File: src/rtl/bcd_serial_adder_ctrl.sv
// -----------------------------------------------------------------------------
// bcd_serial_adder_ctrl
//
// Purpose:
//   Multi-digit BCD adder sequencer. Two packed DIGITS-digit BCD operands are
//   added one decimal digit per clock, least significant digit first, through
//   a single shared digit adder with a carry chain held in a register. The
//   upstream controller gets a start/busy/done handshake.
//
// Parameters:
//   DIGITS     number of BCD digits per operand (1..8)
//
// Ports:
//   clk        system clock, rising-edge active
//   rst_n      asynchronous active-low reset
//   start      add request, sampled only while idle
//   a, b       packed BCD operands, digit i at bits [4i+3:4i]
//   busy       high while digits are being added
//   done       one-cycle pulse, result valid
//   sum        packed BCD result, held until the next accepted start
//   carry_out  decimal carry out of the top digit, held with sum
//   err        invalid-digit flag
//
// Optional feature (compile-time macro):
//   BCD_SEQ_INVALID_CHECK_EN  when defined, err is registered at each accepted
//                             start and is high if any digit of a or b exceeds
//                             9. When undefined, err is tied low and no check
//                             logic exists.
// -----------------------------------------------------------------------------
module bcd_serial_adder_ctrl #(
   parameter int DIGITS = 4
) (
   input  logic                  clk,
   input  logic                  rst_n,
   input  logic                  start,
   input  logic [4*DIGITS-1:0]   a,
   input  logic [4*DIGITS-1:0]   b,
   output logic                  busy,
   output logic                  done,
   output logic [4*DIGITS-1:0]   sum,
   output logic                  carry_out,
   output logic                  err
);

   typedef enum logic [1:0] {
      IDLE = 2'd0,
      ADD  = 2'd1,
      DONE = 2'd2
   } state_t;

   // Index is wide enough for the largest legal DIGITS (8).
   localparam logic [2:0] LAST_IDX = 3'(DIGITS - 1);

   state_t                r_state;
   logic [2:0]            r_idx;
   logic                  r_carry;
   logic                  r_carry_out;
   logic [4*DIGITS-1:0]   r_sum;
   logic [4*DIGITS-1:0]   r_a_op;
   logic [4*DIGITS-1:0]   r_b_op;

   logic                  w_accept;
   logic [3:0]            w_a_dig;
   logic [3:0]            w_b_dig;
   logic [4:0]            w_res;

   // One decimal digit add: returns {carry, digit}. Binary sums above 9 are
   // corrected by +6 so the low nibble wraps into the BCD range.
   function automatic logic [4:0] bcd_digit_add(
      input logic [3:0] x,
      input logic [3:0] y,
      input logic       cin
   );
      logic [4:0] s;
      logic [4:0] s_adj;
      s     = {1'b0, x} + {1'b0, y} + {4'b0000, cin};
      s_adj = s + 5'd6;
      if (s > 5'd9)
         return {1'b1, s_adj[3:0]};
      else
         return {1'b0, s[3:0]};
   endfunction

`ifdef BCD_SEQ_INVALID_CHECK_EN
   logic r_err;

   function automatic logic any_invalid_digit(
      input logic [4*DIGITS-1:0] x,
      input logic [4*DIGITS-1:0] y
   );
      logic bad;
      bad = 1'b0;
      for (int i = 0; i < DIGITS; i++) begin
         if (x[4*i +: 4] > 4'd9 || y[4*i +: 4] > 4'd9)
            bad = 1'b1;
      end
      return bad;
   endfunction
`endif

   assign w_accept = (r_state == IDLE) && start;

   // Select the operand digits at the current index.
   always_comb begin
      w_a_dig = 4'd0;
      w_b_dig = 4'd0;
      for (int i = 0; i < DIGITS; i++) begin
         if (r_idx == 3'(i)) begin
            w_a_dig = r_a_op[4*i +: 4];
            w_b_dig = r_b_op[4*i +: 4];
         end
      end
   end

   assign w_res = bcd_digit_add(w_a_dig, w_b_dig, r_carry);

   // Operand copies carry no control meaning, so they are loaded without reset.
   always_ff @(posedge clk) begin
      if (w_accept) begin
         r_a_op <= a;
         r_b_op <= b;
      end
   end

   // Sequencer FSM with result registers.
   always_ff @(posedge clk or negedge rst_n) begin
      if (!rst_n) begin
         r_state     <= IDLE;
         r_idx       <= 3'd0;
         r_carry     <= 1'b0;
         r_carry_out <= 1'b0;
         r_sum       <= '0;
`ifdef BCD_SEQ_INVALID_CHECK_EN
         r_err       <= 1'b0;
`endif
      end else begin
         case (r_state)
            IDLE: begin
               if (start) begin
                  r_sum       <= '0;
                  r_carry     <= 1'b0;
                  r_carry_out <= 1'b0;
                  r_idx       <= 3'd0;
`ifdef BCD_SEQ_INVALID_CHECK_EN
                  r_err       <= any_invalid_digit(a, b);
`endif
                  r_state     <= ADD;
               end
            end
            ADD: begin
               for (int i = 0; i < DIGITS; i++) begin
                  if (r_idx == 3'(i))
                     r_sum[4*i +: 4] <= w_res[3:0];
               end
               r_carry <= w_res[4];
               if (r_idx == LAST_IDX) begin
                  // Final carry is published together with the DONE state.
                  r_carry_out <= w_res[4];
                  r_state     <= DONE;
               end else begin
                  r_idx <= r_idx + 3'd1;
               end
            end
            DONE: begin
               // start is deliberately ignored here; it is not queued.
               r_state <= IDLE;
            end
            default: begin
               r_state <= IDLE;
            end
         endcase
      end
   end

   // Handshake outputs decode straight from the state register, so they are
   // glitch-free and mutually exclusive.
   assign busy      = (r_state == ADD);
   assign done      = (r_state == DONE);
   assign sum       = r_sum;
   assign carry_out = r_carry_out;

`ifdef BCD_SEQ_INVALID_CHECK_EN
   assign err = r_err;
`else
   assign err = 1'b0;
`endif

endmodule

File: config.mk
export PLATFORM = sky130hd
export DESIGN_NAME = bcd_serial_adder_ctrl
export DESIGN_NICKNAME = d
export VERILOG_FILES = /design/src/rtl/bcd_serial_adder_ctrl.sv
export SDC_FILE = /design/constraint.sdc
export NUM_CORES = 1
export LEC_CHECK = 0
export BUFFER_PORTS_ARGS = -buffer_cell sky130_fd_sc_hd__buf_2
export CORE_AREA = 2 2 69 71
export DETAILED_ROUTE_END_ITERATION = 12
export DIE_AREA = 0 0 71 73
export PLACE_DENSITY = 0.91
export SLEW_MARGIN = 20
export SYNTH_ARGS = -nofsm -noshare
export SYNTH_HDL_FRONTEND = slang
export SYNTH_SLANG_ARGS = --single-unit
File: constraint.sdc
create_clock -name clk -period 7.4 [get_ports clk]
set_input_delay 1.11 -clock clk [delete_from_list [all_inputs] [get_ports clk]]
set_output_delay 1.11 -clock clk [all_outputs]
set_load 0.03 [all_outputs]
* Yosys cells after proc, flatten, opt, wreduce, memory -nomap -nowiden
Cells that the tools add are included.
** Word-level totals
- Flip-flop bits (word level) :: 55
- Logic and storage cells :: 62
** Operators by class
- $add $sub $neg :: 4
- Magnitude comparators :: 1
- Eq/ne operators :: 11
- Multiplexer cells :: 25
- Reductions and logical operators :: 11
** Operators by type and width (number)
- 4-bit 2-to-1 mux :: 12
- 16-bit one-hot mux with 2 select lines :: 1
- 16-bit 2-to-1 mux :: 1
- 3-bit AND reduction :: 5
- 2-bit by 1-bit inequality test with 1-bit output (second input constant) :: 4
- 3-bit by 2-bit equality test with 1-bit output (second input constant) :: 2
- 3-bit 2-to-1 mux :: 2
- 3-bit one-hot mux with 2 select lines :: 1
- 4-bit by 4-bit adder with 5-bit output :: 1
- 5-bit by 1-bit adder with 5-bit output :: 1
- 5-bit by 4-bit greater-than comparator with 1-bit output (second input constant) :: 1
- 5-bit 2-to-1 mux :: 1
- 4-bit by 3-bit adder with 4-bit output (second input constant) :: 1
- 2-bit 2-to-1 mux :: 2
- 2-bit inequality test (second input constant) :: 2
- 1-bit one-hot mux with 2 select lines :: 2
- 2-bit one-hot mux with 2 select lines :: 1
- 2-bit AND reduction :: 2
- 3-bit by 1-bit adder with 3-bit output (second input constant) :: 1
- 3-bit by 1-bit equality test with 1-bit output (second input constant) :: 1
- 3-bit zero test :: 1
- 2-bit by 1-bit equality test with 1-bit output (second input constant) :: 1
- 2-bit equality test (second input constant) :: 1
- 2-bit zero test :: 1
- other kinds (3) :: 4

* Longest topological paths before layout
- Depth in word-level cells :: 11
- Mapped depth :: 16
- Depth with buffers taken out :: 15

* Worst setup path after synthesis
OpenSTA, ideal clock, no wires.
- Path type :: register to register
- Start :: reg r_idx[1]
- End :: reg r_sum[10] (netlist: sum[10])
- Library setup time :: 0.128 ns
- Data arrival time :: 3.560 ns
- Required time :: 7.272 ns
- Setup slack :: 3.712 ns
- Stages on the path, launching flop included :: 16
- Path buffers :: 2
- Clock period less this slack :: 3.688 ns
- Cells stage by stage :: dfrtp_1 -> inv_1 -> ha_1 -> clkbuf_1 -> clkbuf_1 -> a21oi_1 -> o21ai_1 -> a22oi_1 -> fa_1 -> fa_1 -> xor2_1 -> ha_1 -> a22o_1 -> or3_1 -> a32oi_2 -> o21ai_1
** On the way
- Word-level cells in the longest chain between the ends :: 11
- Elaborated cells on any way between the ends :: 21
** Ends and longest elaborated chain
- start: declaration :: line 55 : logic [2:0] r_idx;
- start signal: assignment :: line 161 : r_idx <= r_idx + 3'd1;
- 3-bit zero test :: line 108 : if (r_idx == 3'(i)) begin
- 4-bit 2-to-1 mux (4 in a row) :: line 108
- 4-bit by 4-bit adder with 5-bit output :: line 76 : s = {1'b0, x} + {1'b0, y} + {4'b0000, cin};
- 5-bit by 1-bit adder with 5-bit output :: line 76
- 4-bit by 3-bit adder with 4-bit output or 5-bit by 4-bit greater-than comparator with 1-bit output (tied branches) :: line 77, 78
- 5-bit 2-to-1 mux :: line 78 : if (s > 5'd9)
- 4-bit 2-to-1 mux :: line 152 : if (r_idx == 3'(i))
- 16-bit one-hot mux with 2 select lines :: line 137 : case (r_state)
- end signal: indexed assignment :: line 153 : r_sum[4*i +: 4] <= w_res[3:0];
- end: declaration :: line 58 : logic [4*DIGITS-1:0] r_sum;
Parallel ways exist; a longest one is shown, timed or not. The select of a mux whose other input is x is not followed.
A chain may end at the register's enable or synchronous reset.

* Worst setup path after layout
- Start :: reg r_idx[0]
- End :: reg r_sum[14] (netlist: sum[14])
Same word-level chain as after synthesis.

==> impl_metrics.xml <==
<?xml version="1.0" encoding="UTF-8"?>
<metrics>
  <group name="route">
    <metric name="drt_pass1_iterations" unit="">4</metric>
    <metric name="drt-total-wl" unit="µm">4480</metric>
    <metric name="route.detailed.vias_per_inst" unit="">5.53</metric>
    <metric name="drt_iter0_drc" unit="">114</metric>
    <metric name="final_antenna_net_count" unit="">0</metric>
    <metric name="route.detailed.drc" unit="">0</metric>
    <metric name="routed-via-count" unit="">1735</metric>
    <metric name="wire_per_inst" unit="µm">14.3</metric>
  </group>
  <group name="setup_path">
    <metric name="critPathCaptureType" unit="">flip-flop</metric>
    <metric name="worstPathMaxFanout" unit="">15</metric>
    <metric name="setup.worst_path.class" unit="">reg -&gt; reg</metric>
    <metric name="startpoint" unit="">r_idx[0]</metric>
    <metric name="cp-start-kind" unit="">flip-flop</metric>
    <metric name="critical_path.reg2reg.startpoint" unit="">r_idx[0]</metric>
    <metric name="crit_path_dat" unit="ns">4.29</metric>
    <metric name="critPathRequiredTime" unit="ns">7.59</metric>
  </group>
  <group name="clock_tree">
    <metric name="cts.repair_timing.setup_buffer_count" unit="">0</metric>
    <metric name="ctsHoldBuffers" unit="">0</metric>
    <metric name="cts_num_sinks" unit="">55</metric>
    <metric name="ctsRootBufferMaster" unit="">sky130_fd_sc_hd__clkbuf_8</metric>
    <metric name="worst_skew_pair.late_latency" unit="ns">0.30</metric>
    <metric name="number_of_buffers_added_by_the_clock_tree_synthesis_step" unit="">5</metric>
    <metric name="cts-htree-levels" unit="">2</metric>
    <metric name="post_cts_resize_count" unit="">0</metric>
    <metric name="cts_tree" unit="">yes</metric>
    <metric name="cts_max_path_buffers" unit="">2</metric>
    <metric name="worst_setup_hold_path_clk_slew" unit="ns">0.09</metric>
  </group>
  <group name="global_routing">
    <metric name="antenna_violations_before_repair" unit="">0</metric>
    <metric name="globalRouteTotalUtil" unit="">0.190</metric>
    <metric name="globalRoute.totalOverflow" unit="">0</metric>
    <metric name="vias_in_the_first_global_route" unit="">1756</metric>
    <metric name="maximum_number_of_pins_on_one_net_before_global_route_repair" unit="">37</metric>
    <metric name="grt_pass1_wl" unit="µm">7580</metric>
  </group>
  <group name="die">
    <metric name="core_area" unit="µm²">4540</metric>
    <metric name="design.die.area" unit="µm²">5180</metric>
    <metric name="rows" unit="">25</metric>
    <metric name="die_height" unit="µm">73</metric>
    <metric name="num_io_pins" unit="">55</metric>
    <metric name="die_x" unit="µm">71</metric>
    <metric name="floorplan.initialDensity" unit="">0.542</metric>
  </group>
  <group name="timing">
    <metric name="finalHoldViolations" unit="">0</metric>
    <metric name="period_needed" unit="ns">4.10</metric>
    <metric name="worst_pin_slew" unit="ns">0.718</metric>
    <metric name="setup_viol" unit="">0</metric>
    <metric name="max_freq" unit="GHz">0.244</metric>
    <metric name="finalHoldWorstSlack" unit="ns">0.501</metric>
    <metric name="final.period_utilization" unit="">0.554</metric>
    <metric name="rsz_0062_raised_after_global_routing" unit="">no</metric>
    <metric name="timing.max_slew.rel_slack" unit="">0.521</metric>
    <metric name="pins_over_their_slew_limit" unit="">0</metric>
    <metric name="clock-skew-final" unit="ns">0.00665</metric>
    <metric name="totalNegativeSetupSlack" unit="ns">0</metric>
  </group>
  <group name="yosys">
    <metric name="synthTopCellsByCount" unit="">sky130_fd_sc_hd__edfxtp_1, sky130_fd_sc_hd__nand2_1, sky130_fd_sc_hd__o21ai_1, sky130_fd_sc_hd__dfrtp_1, sky130_fd_sc_hd__nor2_1</metric>
    <metric name="synth-seq-cells" unit="">55</metric>
    <metric name="syn_avg_cell_area" unit="µm²">11.9</metric>
    <metric name="post-synth-top-area-cell" unit="">sky130_fd_sc_hd__edfxtp_1</metric>
    <metric name="mappedNetlistArea" unit="µm²">2460</metric>
    <metric name="portion_of_synthesized_cell_area_occupied_by_the_leading_cell_type" unit="">0.391</metric>
    <metric name="synth_nets" unit="">253</metric>
    <metric name="postSynthCellCount" unit="">207</metric>
    <metric name="yosysSeqAreaShare" unit="">0.625</metric>
    <metric name="synth_top_cells_by_area" unit="">sky130_fd_sc_hd__edfxtp_1, sky130_fd_sc_hd__dfrtp_1, sky130_fd_sc_hd__o21ai_1</metric>
    <metric name="synth_flop_cell" unit="">sky130_fd_sc_hd__edfxtp_1</metric>
    <metric name="synth_enable_flop_cells" unit="">32</metric>
    <metric name="yosys.cell_count.top_type" unit="">sky130_fd_sc_hd__edfxtp_1</metric>
    <metric name="yosys.cell_types.count" unit="">33</metric>
    <metric name="synth-async-reset-ratio" unit="">0.418</metric>
    <metric name="synthesis.yosys.warnings" unit="">0</metric>
  </group>
  <group name="pwr">
    <metric name="pwr_density_cell" unit="nW/µm²">544</metric>
    <metric name="irDropWorstVdd" unit="V">0.000294</metric>
    <metric name="power.static_leakage" unit="nW">1.27</metric>
  </group>
  <group name="finish">
    <metric name="finalNetCount" unit="">305</metric>
    <metric name="num-fill-cells" unit="">332</metric>
    <metric name="area_growth" unit="%">17.6</metric>
    <metric name="seqCellArea" unit="µm²">1540</metric>
    <metric name="antenna_cells" unit="">0</metric>
    <metric name="ratio_of_cells_with_drive_above_1_in_the_final_layout" unit="">0.262</metric>
    <metric name="final_design_area_no_fill" unit="µm²">2890</metric>
    <metric name="multi_input_area" unit="µm²">846</metric>
  </group>
  <group name="min_path">
    <metric name="hold_path_startpoint" unit="">sum[13]</metric>
    <metric name="worstHoldPathType" unit="">reg -&gt; reg</metric>
  </group>
  <group name="placed_design">
    <metric name="placed_cell_area" unit="µm²">2760</metric>
    <metric name="gp_congestion" unit="">0.862</metric>
    <metric name="dp_hpwl" unit="µm">3260</metric>
    <metric name="port_buffers" unit="">53</metric>
  </group>
  <group name="job">
    <metric name="max_cap_violations" unit="">0</metric>
  </group>
  <group name="run_status">
    <metric name="result_of_the_run" unit="">finished, final reports clean</metric>
  </group>
</metrics>
layout by cell type, fill, tap and decap left out, drive strengths merged, types with 8 or more instances in the layout:
cell and instances:
dfrtp 23, buf 53, nand3 14, nor2 15, edfxtp 32, ha 9, inv 11, a22o 8
nand2 25, o21ai 24, a21oi 11
per-layer routing:
layer | GRT usage | share of wire | vias up
met5 | 0 | 0 | -
met4 | 0.0776 | 0.015 | 0
met3 | 0.0552 | 0.071 | 8
met2 | 0.331 | 0.48 | 72
met1 | 0.222 | 0.44 | 808
li1 | - | - | 847
worst max-delay path, stage by stage, from the launching register on:
cell and delay (ns):
sky130_fd_sc_hd__dfrtp_1 0.44, sky130_fd_sc_hd__ha_1 0.23, sky130_fd_sc_hd__ha_1 0.34, sky130_fd_sc_hd__nor2_1 0.50, sky130_fd_sc_hd__a22oi_1 0.18, sky130_fd_sc_hd__fa_1 0.46
sky130_fd_sc_hd__fa_1 0.41, sky130_fd_sc_hd__xor2_1 0.20, sky130_fd_sc_hd__ha_1 0.25, sky130_fd_sc_hd__a22o_1 0.25, sky130_fd_sc_hd__or3_1 0.33, sky130_fd_sc_hd__a32oi_2 0.28
sky130_fd_sc_hd__o21ai_1 0.11
cell families after synthesis:
| family | synth area share |
|---|---|
| compound gates | 0.150 |
| xor+xnor | 0.0102 |
| fa+ha+maj | 0.0621 |
| buf+inv | 0.0306 |
| flops | 0.625 |
| mux | 0.00866 |
| other cells | 0.00153 |
| simple gates | 0.112 |
final timing paths:
| kind | end | slack, ns | depth (start not counted) |
|---|---|---|---|
| max | sum[14] | 3.30 | 12 |
| min | sum[13] | 0.50 | 2 |
| max reg2reg | sum[14] | 3.30 | 12 |
| min reg2reg | sum[13] | 0.50 | 2 |
| max in group asynchronous | sum[11] | 6.30 | 1 |
| min in group asynchronous | sum[12] | 0.76 | 1 |
flip-flops by register name, summed over array words and instances, names as in the netlist:
signal	flops
r_idx	3
carry_out	1
r_carry	1
sum	16
r_b_op	16
r_a_op	16
r_state	2
where the power goes:
part | switching, mW | internal (mW)
clock | 0.0914 | 0.135
combinational | 0.561 | 0.341
sequential | 0.0333 | 0.411
total | 0.686 | 0.887
metrics by stage:
stage | power (mW) | util | setup WS [ns] | cells
after detailed placement | 1.35 | 0.608 | 3.36 | 306
after CTS | 1.58 | 0.637 | 3.34 | 314
final | 1.57 | 0.637 | 3.30 | 314
after floorplan | 1.16 | - | 3.71 | 207
after global routing | 1.70 | 0.637 | 3.08 | 314
after global placement | 1.31 | 0.608 | 3.49 | 306
cell type report:
class,count,share of cell area
timing repair buffer,53,0.0918
inverter,11,0.0143
clock buffer,6,0.0251
tap,54,0.0234
sequential,55,0.532
multi-input combinational,133,0.293
clock inverter,2,0.0208
Note: power is estimated with default switching activity, not from simulation.
